## src/rtl/vec_logit_if.sv

```systemverilog
// Handshake bundle for vec_logit: request side carries probabilities, response side carries logits.
// The master modport is the producer/consumer around the unit; the slave modport is the unit itself.
interface vec_logit_if #(
    parameter int W = 4,
    parameter int N = 16
);
    logic                  in_valid;
    logic                  in_ready;
    logic [W-1:0][N-1:0]   y_arr;
    logic                  out_valid;
    logic                  out_ready;
    logic [W-1:0][N-1:0]   x_arr;
    logic                  busy;

    modport master (
        output in_valid,
        output y_arr,
        output out_ready,
        input  in_ready,
        input  out_valid,
        input  x_arr,
        input  busy
    );

    modport slave (
        input  in_valid,
        input  y_arr,
        input  out_ready,
        output in_ready,
        output out_valid,
        output x_arr,
        output busy
    );
endinterface

```

## src/rtl/vec_logit.sv

```systemverilog
// Vector inverse sigmoid by per-lane successive approximation over the forward sigmoid_unit.
// Optional macro VEC_LOGIT_BACK2BACK_EN lets a new vector be accepted while the previous result retires.
module sigmoid_unit #(
    parameter int N = 16,
    parameter int R = 8
) (
    input  logic [N-1:0] i_x,
    output logic [N-1:0] o_y
);
    localparam logic [N:0] ONE     = (N+1)'(1) << R;
    localparam logic [N:0] TWO     = ONE << 1;
    localparam logic [N:0] FOUR    = ONE << 2;
    localparam logic [N:0] HALF    = ONE >> 1;
    localparam logic [N:0] QUARTER = ONE >> 2;
    localparam logic [N:0] EIGHTH  = ONE >> 3;

    logic [N:0] w_abs;
    logic [N:0] w_f;

    // Continuous, monotone piecewise-linear curve on |x|; negative side mirrored as 1 - f(|x|)
    always_comb begin
        w_abs = i_x[N-1] ? ((~{1'b1, i_x}) + (N+1)'(1)) : {1'b0, i_x};
        if (w_abs < ONE) begin
            w_f = HALF + (w_abs >> 2);
        end else if (w_abs < TWO) begin
            w_f = (ONE - QUARTER) + ((w_abs - ONE) >> 3);
        end else if (w_abs < FOUR) begin
            w_f = (ONE - EIGHTH) + ((w_abs - TWO) >> 4);
        end else begin
            w_f = ONE;
        end
        o_y = i_x[N-1] ? N'(ONE - w_f) : N'(w_f);
    end
endmodule

module vec_logit #(
    parameter int W = 4,
    parameter int N = 16,
    parameter int R = 8
) (
    input  logic         clock,
    input  logic         reset,
    vec_logit_if.slave   bus
);
    localparam int KW = $clog2(N);

    typedef enum logic [1:0] {
        IDLE   = 2'd0,
        SEARCH = 2'd1,
        DONE   = 2'd2
    } state_t;

    state_t              r_state;
    state_t              w_nextState;
    logic [KW-1:0]       r_k;
    logic [W-1:0][N-1:0] r_y;
    logic [W-1:0][N-1:0] r_u;
    logic [W-1:0][N-1:0] r_x;

    logic                w_accept;
    logic                w_inReady;
    logic                w_outValid;
    logic                w_busy;
    logic [N-1:0]        w_bitMask;
    logic [W-1:0][N-1:0] w_trial;
    logic [W-1:0][N-1:0] w_probe;
    logic [W-1:0][N-1:0] w_sig;
    logic [W-1:0][N-1:0] w_nextU;
    logic [W-1:0][N-1:0] w_nextX;

    assign w_bitMask = {{(N-1){1'b0}}, 1'b1} << r_k;

    // The accumulator is offset-binary so the search is a plain unsigned SAR; flipping the MSB gives two's complement
    genvar g;
    for (g = 0; g < W; g++) begin : gLane
        assign w_trial[g] = r_u[g] | w_bitMask;
        assign w_probe[g] = {~w_trial[g][N-1], w_trial[g][N-2:0]};

        sigmoid_unit #(.N(N), .R(R)) uSigmoid (
            .i_x (w_probe[g]),
            .o_y (w_sig[g])
        );

        assign w_nextU[g] = ($signed(w_sig[g]) <= $signed(r_y[g])) ? w_trial[g] : r_u[g];
        assign w_nextX[g] = {~w_nextU[g][N-1], w_nextU[g][N-2:0]};
    end

    always_comb begin
        w_nextState = r_state;
        w_inReady   = 1'b0;
        w_outValid  = 1'b0;
        w_busy      = 1'b0;
        w_accept    = 1'b0;
        case (r_state)
            IDLE: begin
                w_inReady = 1'b1;
                if (bus.in_valid) begin
                    w_accept    = 1'b1;
                    w_nextState = SEARCH;
                end
            end
            SEARCH: begin
                w_busy = 1'b1;
                if (r_k == '0) begin
                    w_nextState = DONE;
                end
            end
            DONE: begin
                w_busy     = 1'b1;
                w_outValid = 1'b1;
                if (bus.out_ready) begin
                    w_nextState = IDLE;
`ifdef VEC_LOGIT_BACK2BACK_EN
                    w_inReady = 1'b1;
                    if (bus.in_valid) begin
                        w_accept    = 1'b1;
                        w_nextState = SEARCH;
                    end
`endif
                end
            end
            default: begin
                w_nextState = IDLE;
            end
        endcase
    end

    // x_arr is only rewritten when the final bit resolves, so a retiring result stays put during a new search
    always_ff @(posedge clock) begin
        if (reset) begin
            r_state <= IDLE;
            r_k     <= KW'(N-1);
            r_y     <= '0;
            r_u     <= '0;
            r_x     <= '0;
        end else begin
            r_state <= w_nextState;
            if (w_accept) begin
                r_y <= bus.y_arr;
                r_u <= '0;
                r_k <= KW'(N-1);
            end else if (r_state == SEARCH) begin
                r_u <= w_nextU;
                if (r_k == '0) begin
                    r_x <= w_nextX;
                end else begin
                    r_k <= r_k - 1'b1;
                end
            end
        end
    end

    assign bus.in_ready  = w_inReady;
    assign bus.out_valid = w_outValid;
    assign bus.busy      = w_busy;
    assign bus.x_arr     = r_x;
endmodule

```

## src/flat_wrapper.sv

```systemverilog
// flat-port wrapper written by rule: the top's interface ports become plain ports
module vec_logit_flat 
#(
    parameter int W = 4,
    parameter int N = 16,
    parameter int R = 8
)
  (clock, reset, bus_in_valid, bus_y_arr, bus_out_ready, bus_in_ready, bus_out_valid, bus_x_arr, bus_busy);
  vec_logit_if #(.W(W), .N(N)) bus_i ();
  input  logic clock;
  input  logic reset;
  input wire logic [$bits(bus_i.in_valid)-1:0] bus_in_valid;
  input wire logic [$bits(bus_i.y_arr)-1:0] bus_y_arr;
  input wire logic [$bits(bus_i.out_ready)-1:0] bus_out_ready;
  output wire logic [$bits(bus_i.in_ready)-1:0] bus_in_ready;
  output wire logic [$bits(bus_i.out_valid)-1:0] bus_out_valid;
  output wire logic [$bits(bus_i.x_arr)-1:0] bus_x_arr;
  output wire logic [$bits(bus_i.busy)-1:0] bus_busy;
  assign bus_i.in_valid = bus_in_valid;
  assign bus_i.y_arr = bus_y_arr;
  assign bus_i.out_ready = bus_out_ready;
  assign bus_in_ready = bus_i.in_ready;
  assign bus_out_valid = bus_i.out_valid;
  assign bus_x_arr = bus_i.x_arr;
  assign bus_busy = bus_i.busy;
  vec_logit #(.W(W), .N(N), .R(R)) u_core (.clock(clock), .reset(reset), .bus(bus_i));
endmodule
```

## config.mk

```make
export PLATFORM = sky130hd
export DESIGN_NAME = vec_logit_flat
export DESIGN_NICKNAME = d
export VERILOG_FILES = /design/src/rtl/vec_logit_if.sv /design/src/rtl/vec_logit.sv /design/src/flat_wrapper.sv
export SDC_FILE = /design/constraint.sdc
export NUM_CORES = 1
export LEC_CHECK = 0
export CORE_ASPECT_RATIO = 1.75
export CORE_UTILIZATION = 40
export CTS_CLUSTER_DIAMETER = 40
export DETAILED_ROUTE_END_ITERATION = 7
export GPL_ROUTABILITY_DRIVEN = 0
export PLACE_DENSITY = 0.73
export SLEW_MARGIN = 20
export SYNTH_ARGS = -nofsm -noshare
export SYNTH_HDL_FRONTEND = slang
export SYNTH_SLANG_ARGS = --single-unit
```

## constraint.sdc

```tcl
create_clock -name clock -period 6.1 [get_ports clock]
set_input_delay 0.61 -clock clock [delete_from_list [all_inputs] [get_ports clock]]
set_output_delay 0.61 -clock clock [all_outputs]
set_load 0.005 [all_outputs]
```

* Word level (Yosys, flattened, before mapping)
Cells that the tools add are included.
** Storage, ports and cells
- Flip-flop bits (word level) :: 198
- Input port bits :: 68
- Output and inout port bits :: 67
** Operators by class
- Add/subtract/negate cells :: 29
- Order comparisons :: 16
- Equality and inequality tests :: 5
- Shifts and indexed selects :: 1
- Mux-type cells :: 33
- Bitwise logic cells :: 18
- Reductions and logical operators :: 7
** Operator list (count)
- 16-bit two-way mux :: 12
- 17-bit by 1-bit adder with 17-bit output, second input constant :: 4
- 17-bit by 10-bit less-than comparator with 1-bit output, second input constant :: 4
- 17-bit by 11-bit less-than comparator with 1-bit output, second input constant :: 4
- 17-bit by 9-bit less-than comparator with 1-bit output, second input constant :: 4
- 17-bit two-way mux :: 4
- 17-bit inverter :: 4
- 17-bit by 10-bit subtractor with 17-bit output, second input constant :: 4
- 17-bit by 9-bit subtractor with 17-bit output, second input constant :: 4
- 8-bit by 15-bit adder with 16-bit output, first input constant :: 4
- 16-bit <= comparator :: 4
- 16-bit OR :: 4
- 9-bit by 16-bit subtractor with 16-bit output, first input constant :: 4
- 8-bit by 14-bit adder with 15-bit output, first input constant :: 4
- 15-bit two-way mux :: 4
- 8-bit by 13-bit adder with 14-bit output, first input constant :: 4
- 14-bit two-way mux :: 4
- 1-bit by 4-bit left shift with 16-bit output, first input constant :: 1
- 1-bit inverter :: 10
- 2-bit two-way mux :: 3
- 2-bit one-hot mux with 3 select lines :: 1
- 3-bit AND reduction :: 2
- 1-bit two-way mux :: 5
- 4-bit zero test :: 1
- other kinds (8) :: 10

* Logic depth before layout (Yosys ltp)
Gate-level depths: netlist of run 1.
- Depth in word-level cells :: 16
- Gate-level depth with buffers :: 36
- Mapped depth without buffers :: 32

* Hierarchy
A second synthesis of run 1 with hierarchy kept.
** Unflattened totals
- Cells, all modules :: 2058
- Area, all modules :: 15715.1 µm²
** Modules (own cells, without submodules)
- vec_logit :: times used 1, cells an instance 1154, area each 9063.7 µm²
- sigmoid_unit :: times used 4, cells an instance 226, area each 1662.8 µm²

* Least setup slack after synthesis of run 1
Ideal clock, no wire load.
- Kind :: register to register
- Start point :: reg u_core.r_k[0]
- End point :: reg u_core.r_x (netlist bit u_core.bus.x_arr[33])
- Library setup time :: 0.078 ns
- Arrival time :: 6.701 ns
- Setup slack :: -0.678 ns
- Stages on the path, launching flop included :: 35
- Path buffers :: 2
- Cell sequence :: dfxtp_1 > inv_1 > ha_1 > buf_6 > or3_4 > a2111oi_4 > nand4_1 > o21ai_1 > xor2_1 > inv_1 > ha_1 > xor3_1 > ha_1 > nand2_1 > mux2i_1 > or3_1 > nand2_1 > o2bb2ai_1 > o21ai_1 > or4_1 > and2_4 > o21ai_2 > xnor2_1 > ha_1 > a21oi_1 > nor2b_1 > o21ai_0 > nand2b_1 > a21o_1 > nand2_1 > nand3_1 > o31ai_1 > clkbuf_1 > a311oi_1 > nor3_1
** On the way
- Longest elaborated chain between the ends :: 15
** Ends and longest elaborated chain
- start: declaration :: RTL line vec_logit.sv:55 : logic [KW-1:0] r_k;
- start signal: assignment :: RTL line vec_logit.sv:132 : r_k <= KW'(N-1);
- start signal: assignment :: RTL line vec_logit.sv:141 : r_k <= KW'(N-1);
- start signal: assignment :: RTL line vec_logit.sv:147 : r_k <= r_k - 1'b1;
- 1-bit by 4-bit left shift with 16-bit output :: RTL line vec_logit.sv:71 : assign w_bitMask = {{(N-1){1'b0}}, 1'b1} << r_k;
- 16-bit OR :: RTL line vec_logit.sv:76 : assign w_trial[g] = r_u[g] | w_bitMask;
- 1-bit inverter :: RTL line vec_logit.sv:77 : assign w_probe[g] = {~w_trial[g][N-1], w_trial[g][N-2:0]};
- 17-bit inverter :: RTL line vec_logit.sv:22 : w_abs = i_x[N-1] ? ((~{1'b1, i_x}) + (N+1)'(1)) : {1'b0, i_x};
- 17-bit by 1-bit adder with 17-bit output :: RTL line vec_logit.sv:22
- 17-bit two-way mux :: RTL line vec_logit.sv:22
- 17-bit by 10-bit subtractor with 17-bit output :: RTL line vec_logit.sv:28 : w_f = (ONE - EIGHTH) + ((w_abs - TWO) >> 4);
- 8-bit by 13-bit adder with 14-bit output :: RTL line vec_logit.sv:28
- 14-bit two-way mux :: RTL line vec_logit.sv:27 : end else if (w_abs < FOUR) begin
- 15-bit two-way mux :: RTL line vec_logit.sv:25 : end else if (w_abs < TWO) begin
- 16-bit two-way mux :: RTL line vec_logit.sv:23 : if (w_abs < ONE) begin
- 9-bit by 16-bit subtractor with 16-bit output :: RTL line vec_logit.sv:32 : o_y = i_x[N-1] ? N'(ONE - w_f) : N'(w_f);
- 16-bit two-way mux :: RTL line vec_logit.sv:32
- 16-bit <= comparator :: RTL line vec_logit.sv:84 : assign w_nextU[g] = ($signed(w_sig[g]) <= $signed(r_y[g])) ? w_trial[g] : r_u[g];
- 16-bit two-way mux :: RTL line vec_logit.sv:84
- end signal: assignment :: RTL line vec_logit.sv:145 : r_x <= w_nextX;
- end: declaration :: RTL line vec_logit.sv:58 : logic [W-1:0][N-1:0] r_x;
Several ways; a longest one is shown, not always the timed one.
A chain may end at the register's enable or synchronous reset.

* Final worst setup path of run 1
- Start point :: reg u_core.r_k[1]
- End point :: reg u_core.r_u[25] (netlist name)
** On the way
- Longest elaborated chain between the ends :: 15
** Ends and longest elaborated chain
- 1-bit by 4-bit left shift with 16-bit output * :: RTL line vec_logit.sv:71
- 16-bit OR * :: RTL line vec_logit.sv:76
- 1-bit inverter :: RTL line vec_logit.sv:77
- 17-bit inverter :: RTL line vec_logit.sv:22
- 17-bit by 1-bit adder with 17-bit output :: RTL line vec_logit.sv:22
- 17-bit two-way mux :: RTL line vec_logit.sv:22
- 17-bit by 10-bit subtractor with 17-bit output :: RTL line vec_logit.sv:28
- 8-bit by 13-bit adder with 14-bit output :: RTL line vec_logit.sv:28
- 14-bit two-way mux :: RTL line vec_logit.sv:27
- 15-bit two-way mux :: RTL line vec_logit.sv:25
- 16-bit two-way mux :: RTL line vec_logit.sv:23
- 9-bit by 16-bit subtractor with 16-bit output :: RTL line vec_logit.sv:32
- 16-bit two-way mux :: RTL line vec_logit.sv:32
- 16-bit <= comparator :: RTL line vec_logit.sv:84
- 16-bit two-way mux * :: RTL line vec_logit.sv:84
- end signal: assignment :: RTL line vec_logit.sv:143 : r_u <= w_nextU;
- end: declaration :: RTL line vec_logit.sv:57 : logic [W-1:0][N-1:0] r_u;
Every way passes the cells marked *; elsewhere a longest branch is shown, timed or not.

==> flow_summary.toml, run 1 <==
[outcome]
status = "finished, violations left"
violations = "negative setup slack"

[detailed_routing]
drc_errors = 0
wl_per_cell_microns = 18.8
dr.pass1.iters = 7
via_count = 16000
vias_per_cell = 5.75
route.antenna.remaining_nets = 0
wl_microns = 52300
dr.first_iter.drc_count = 1265

[timing]
layout_setup_ws_ns = -0.413
max_freq_mhz = 154
setup_violations = 78
rsz0062_at_grt = "yes"
finalCritPeriodShare_pct = 107
maxSlewHeadroom_pct = 17.5
maxSlewViolCount = 0
fin_hold_ws_ns = 0.455
post-route-min-period_ns = 6.51
finalHoldViolCount = 0
worstMarginPinSlew_ns = 1.23
finalClockSkew_ns = 0.00928

[clock_network]
cts.root.buffer_cell = "clkbuf_16"
cts_tree = "yes"
cts.reportedPaths.clkPinSlew_ns = 0.08
cts_made_buffers = 17
cts_max_level = 4
cts_hold_buf = 0
cts.sinks = 198
clock_latency_ns = 0.47
clk_path_buf_depth = 2

[logic_synthesis]
async_reset_ff_share_pct = 0
syn_area_per_cell_sq_um = 7.33
syn_inst = 1989
synth_edf_count = 0
synth_area_sq_um = 14600
ys.flop_type = "dfxtp_1"
yosys_warnings = 0
ys_seq_area_share_pct = 27.2
netlist-cell-type-count = 108
synth-seq-cells = 198
synth_fp_nets = 2170

[global_route]
grt_pass1_wl_microns = 79800
grt_use_total_pct = 26.9
grt-ovfl-total = 0
grt_pass1_vias = 15900
grt_max_degree = 80
antenna_found_initial = 1

[pwr]
power.leakage_uw = 0.00808
sequentialPowerShare_pct = 30.0
p_int_uw = 2850
power_switching_uw = 1730
p_sw_share_pct = 37.8
p_comb_share_pct = 45.9
peakVddDrop_mv = 0.186
power.share.clock_pct = 24.1
power.density_nw_per_um2 = 230

[setup_path]
critical_path_buf_inv_count = 13
ff2ff_path_depth = 37
setup.worst_path.end_class = "flop"
worstPathMaxFanout = 8
cp_data_arrival_time_ns = 6.90
start_kind = "flop"
crit_required_ns = 6.49
max_stage_delay_ns = 0.41
r2r-end = "u_core.r_u[25]"
r2r_slack_ns = -0.41
r2r_start = "u_core.r_k[1]"
cpLargestDelayFamily = "compound AO/OA/AOI/OAI gates"
criticalPathCategory = "flop to flop"
cp_slowest_cell = "a221o_1"

[layout]
insertedDiodeCount = 0
layout.nets = 2476
finalCoreUtilization_pct = 55.4
final_area_sq_um = 19900
fin_cells = 2778
syn2layout_area_growth_pct = 36.6
drive_gt1_share_pct = 23.1

[placed_design]
hpwl_microns = 36700
placed_area_sq_um = 17800
io_buffers = 134
placed_cells = 2685
pre_cts_ws_ns = -0.426

[die]
rows = 92
fp.dieArea_sq_um = 37200
pin_count = 135
fp.dieW_microns = 146
coreArea_sq_um = 35900
die_h_microns = 255
initial_utilization_pct = 40.6

[min_path]
hold_end = "u_core.r_y[15]"
hold_path_class = "flop to flop"
whs_path_depth = 2
worstHoldStart = "u_core.r_y[15]"

[run]
drv_cap = 0
## synthesized netlist by cell type, types with 11 or more instances
library cell  number  area [sq um]
o21ai_0           61           305
nor2b_1           13          81.3
o31ai_1           14           105
buf_2             16          80.1
nand2b_1          13          81.3
xnor2_1           56           490
a31oi_1           29           181
and3_1            16           100
and2_1            14          87.6
mux2i_1           11           110
nand2_1          308          1160
or3_1             15          93.8
nor3_1            54           270
nor2_1           243           912
o21a_1            29           218
o21ai_1           12          60.1
clkbuf_1          85           319
xor2_1            43           377
a21o_1            18           135
ha_1             113          1410
a21oi_1          246          1230
nand3_1           24           120
dfxtp_1          198          3960
a211oi_1          19           143
nand4_1           23           144
inv_1            106           398
or2_2             13          81.3
## worst register-to-register path, delay by kind of cell, from the launching register on
family | cells | cell delay, ns
flip-flops | 1 | 0.37
buffers and inverters | 13 | 1.68
AO/OA/AOI/OAI | 11 | 2.18
XOR/XNOR | 1 | 0.13
adder cells (fa/ha/maj) | 3 | 0.68
AND/OR/NAND/NOR | 9 | 1.42
## worst max-delay path by stage
stage / end / cells past startpoint / start
after detailed placement: u_core.bus.x_arr[33] / 34 / u_core.r_k[1]
final: u_core.r_u[25] / 37 / u_core.r_k[1]
after CTS: u_core.r_u[35] / 36 / u_core.r_k[1]
after floorplan: u_core.bus.x_arr[33] / 34 / u_core.r_k[1]
after global placement: u_core.bus.x_arr[32] / 34 / u_core.r_k[1]
after global routing: u_core.bus.x_arr[32] / 35 / u_core.r_k[1]
## timing repair
action                                  4_1_cts  5_1_grt
endpoints found under the setup margin       80       80
setup buffers                                31       32
pin swaps                                    28       97
resized for setup                           107      118
cloned                                        3        2
## power groups by stage
stage | Combinational (uW) | Clock, uW | Sequential (uW)
4_1_cts | 1820 | 1120 | 1370
2_1_floorplan | 943 | 0 | 1390
3_5_place_dp | 1450 | 0 | 1400
5_1_grt | 2220 | 1160 | 1380
3_3_place_gp | 1410 | 0 | 1400
6_report | 2100 | 1100 | 1370
## area by class of cell
cell class | instances | area (sq um)
fill | 3171 | 16000
timing repair buffer | 406 | 3660
sequential | 198 | 3970
clock inverter | 14 | 116
tap | 470 | 588
multi-input combinational | 1563 | 10700
clock buffer | 18 | 429
inverter | 109 | 419
## layout by cell type, fill, tap and decap left out, types with 20 or more instances in the layout
cell type / count
ha_1: 101
dfxtp_1: 196
xnor2_1: 55
nor2_1: 232
a31oi_1: 27
clkdlybuf4s50_1: 133
o21ai_0: 50
buf_4: 234
nor3_1: 44
nand4_1: 23
nand3_1: 20
xor2_1: 43
a21oi_2: 43
nand2_1: 302
buf_6: 25
inv_1: 100
o21a_1: 29
a21oi_1: 199
## flip-flops by register name (all words and copies together) (netlist names), named ones only
name / flops
u_core.r_k: 4
u_core.r_y: 64
u_core.r_state: 2
u_core.r_u: 60
u_core.bus.x_arr: 64
## routing by layer
layer / wire length [microns] / GRT usage, %
met5: 13 / 0
met4: 4080 / 19.7
met3: 3690 / 5.56
met2: 26300 / 49.5
met1: 18200 / 26.7
## metrics by stage
step                      total power (uW)  setup TNS (ns)
after global placement                2810           -5.47
after detailed placement              2850          -19.09
after CTS                             4310           -4.79
after floorplan                       2340          -0.272
final                                 4580          -14.86
after global routing                  4760          -36.23
## cell families after synthesis
group	count (synthesis)	synth area share (%)
compound gates	534	23.4
mux	16	1.18
fa+ha+maj	115	9.84
flops	198	27.2
buf+inv	228	6.32
xor+xnor	110	7.45
simple gates	788	24.6
(Power assumes the default switching activity.)
==> run 2: changes to the inputs <==
--- a/config.mk
+++ b/config.mk
@@ -6,11 +6,12 @@
 export NUM_CORES = 1
 export LEC_CHECK = 0
 export CORE_ASPECT_RATIO = 1.75
+export CORE_MARGIN = 2
 export CORE_UTILIZATION = 40
 export CTS_CLUSTER_DIAMETER = 40
 export DETAILED_ROUTE_END_ITERATION = 7
 export GPL_ROUTABILITY_DRIVEN = 0
-export PLACE_DENSITY = 0.73
+export PLACE_DENSITY = 0.71
 export SLEW_MARGIN = 20
 export SYNTH_ARGS = -nofsm -noshare
 export SYNTH_HDL_FRONTEND = slang
==> constraint.sdc (replaced) <==
create_clock -name clock -period 7.61 [get_ports clock]
set_input_delay 1.1415 -clock clock [delete_from_list [all_inputs] [get_ports clock]]
set_output_delay 1.1415 -clock clock [all_outputs]
set_load 0.005 [all_outputs]
==> run 2 against run 1 <==
The run now ends clean. Power is 31% lower. Non-clock buffer count is 201 lower. Sequential power is 20% lower. Die area is 2.2% higher. Largest cell class unchanged. Highest routed layer is now met4.
==> flow_summary.toml, run 2 (synthesized netlist as in run 1, its figures left out) <==
[die]
die_h_microns = 257
initial_utilization_pct = 40.5
fp.dieArea_sq_um = 38000
coreArea_sq_um = 36000
fp.dieW_microns = 148
pin_count = 135
rows = 92

[global_route]
grt_max_degree = 79
grt_use_met2_pct = 44.5
grt_pass1_vias = 14800
grt-ovfl-total = 0
antenna_found_initial = 0
grt_use_total_pct = 24.4
grt_pass1_wl_microns = 74200
busiest_layer = "met2"
grtUsageMet3_pct = 5.37
use_met1_pct = 23.7

[clock_network]
clock_latency_ns = 0.47
cts_made_buffers = 17
cts_tree = "yes"
clk_path_buf_depth = 2
cts.sinks = 198
cts.reportedPaths.clkPinSlew_ns = 0.08
cts.root.buffer_cell = "clkbuf_16"
cts_max_level = 4

[setup_path]
setup.worst_path.end_class = "flop"
r2r_start = "u_core.r_k[0]"
crit_cells = 33
max_stage_delay_ns = 0.54
cp_slowest_cell = "or4_1"
critical_path_buf_inv_count = 3
worstPathMaxFanout = 20
worstSetupStartpoint = "u_core.r_k[0]"
cp-endpoint = "u_core.bus.x_arr[33]"
criticalPathCategory = "flop to flop"
crit_required_ns = 8.01
r2r_slack_ns = 0.46
cp_data_arrival_time_ns = 7.54
ff2ff_path_depth = 33
start_kind = "flop"
r2r-end = "u_core.bus.x_arr[33]"
cpLargestDelayFamily = "simple AND/OR/NAND/NOR gates"
critical_path.most_common_cell = "ha_1"

[detailed_routing]
drc_errors = 0
route.antenna.remaining_nets = 0
dr.pass1.iters = 5
dr.first_iter.drc_count = 853
vias_per_cell = 5.68
wl_per_cell_microns = 18.0
via_count = 14600
wl_microns = 46500

[run]
drv_cap = 0

[pwr]
p_comb_share_pct = 35.0
p_int_uw = 1950
power.share.clock_pct = 29.9
power.leakage_uw = 0.00688
peakVddDrop_mv = 0.150
power.density_nw_per_um2 = 182
power_switching_uw = 1200
p_sw_share_pct = 38.1
sequentialPowerShare_pct = 35.1

[layout]
layout.nets = 2275
mostFrequentLayoutCell = "nand2_1"
layout_common_cells = "nand2_1, a21oi_1, nor2_1"
insertedDiodeCount = 0
syn2layout_area_growth_pct = 18.5
drive_gt1_share_pct = 9.02

[placed_design]
hpwl_microns = 34800
io_buffers = 134
pre_cts_ws_ns = 0.274

[min_path]
hold_path_class = "flop to flop"

[timing]
finalClockSkew_ns = 0.0136
layout_setup_ws_ns = 0.464
max_freq_mhz = 140
fin_setup_tns_ns = 0
post-route-min-period_ns = 7.15
fin_hold_ws_ns = 0.456
rsz0062_at_grt = "yes"
maxSlewViolCount = 0
worstMarginPinSlew_ns = 0.904
finalHoldViolCount = 0
maxSlewHeadroom_pct = 39.3
finalCritPeriodShare_pct = 93.9
setup_violations = 0

[outcome]
status = "finished, final reports clean"
[run 2: cell types whose count changed in the layout (fill, tap and decap cells not counted), moves of 10 or more]
cell / previous run / this run
nor2_1: 232 / 243
o21ai_0: 50 / 61
a21oi_2: 43 / 1
buf_6: 25 / 0
ha_1: 101 / 113
nor2_2: 11 / 1
a21oi_1: 199 / 246
buf_4: 234 / 71
[run 2: how the worst min path moves through the flow]
stage / startpoint / endpoint / slack (ns) / depth (start not counted)
after floorplan: u_core.r_y[10] / u_core.r_y[10] / 0.44 / 2
after global placement: u_core.bus.x_arr[11] / u_core.bus.x_arr[11] / 0.44 / 2
after detailed placement: u_core.bus.x_arr[4] / u_core.bus.x_arr[4] / 0.45 / 2
after CTS: u_core.bus.x_arr[4] / u_core.bus.x_arr[4] / 0.46 / 2
after global routing: u_core.r_y[42] / u_core.r_y[42] / 0.47 / 2
final: u_core.bus.x_arr[4] / u_core.bus.x_arr[4] / 0.46 / 2
[run 2: worst reg2reg max path: cells and delay by family, from the launching register on]
kind                     cells  cell delay (ns)
XOR/XNOR                     3             0.80
AND/OR/NAND/NOR             12             2.14
multiplexers                 1             0.18
AO/OA/AOI/OAI               10             1.97
buffers and inverters        3             0.47
flip-flops                   1             0.36
adder cells (fa/ha/maj)      4             1.15
[run 2: power groups by stage]
| stage | Combinational (uW) | Clock (uW) | Sequential [uW] |
|---|---|---|---|
| 6_report | 1100 | 939 | 1100 |
| 5_1_grt | 1210 | 1000 | 1110 |
| 4_1_cts | 1070 | 958 | 1100 |
| 3_5_place_dp | 1060 | 0 | 1130 |
| 3_3_place_gp | 1040 | 0 | 1130 |
| 2_1_floorplan | 726 | 0 | 1120 |
[run 2: layout make-up]
| class | count | area [sq um] |
|---|---|---|
| Tap cell | 470 | 588 |
| Multi-Input combinational cell | 1563 | 9820 |
| Clock buffer | 17 | 425 |
| Fill cell | 3573 | 18800 |
| Inverter | 109 | 409 |
| Sequential cell | 198 | 3970 |
| Clock inverter | 15 | 180 |
| Timing Repair Buffer | 205 | 1880 |
[run 2: timing repair]
item | CTS | global route
setup buffers | 0 | 5
hold buffers | 0 | 0
setup endpoints to repair | 0 | 76
gates resized for setup | 0 | 14
[run 2: through the flow]
stage	total power, uW	cells	area, sq um	util (%)
floorplan	1840	1989	14600	-
global placement	2160	2540	16500	45.9
detailed placement	2190	2540	16500	45.9
CTS	3130	2572	17100	47.6
global route	3320	2577	17300	48.0
finish	3140	2577	17300	48.0
[run 2: per-layer routing]
metal	wire length [microns]	share of wire (%)
met1	16700	36
met2	23500	51
met3	2640	5.7
met4	3650	7.8
met5	0	0
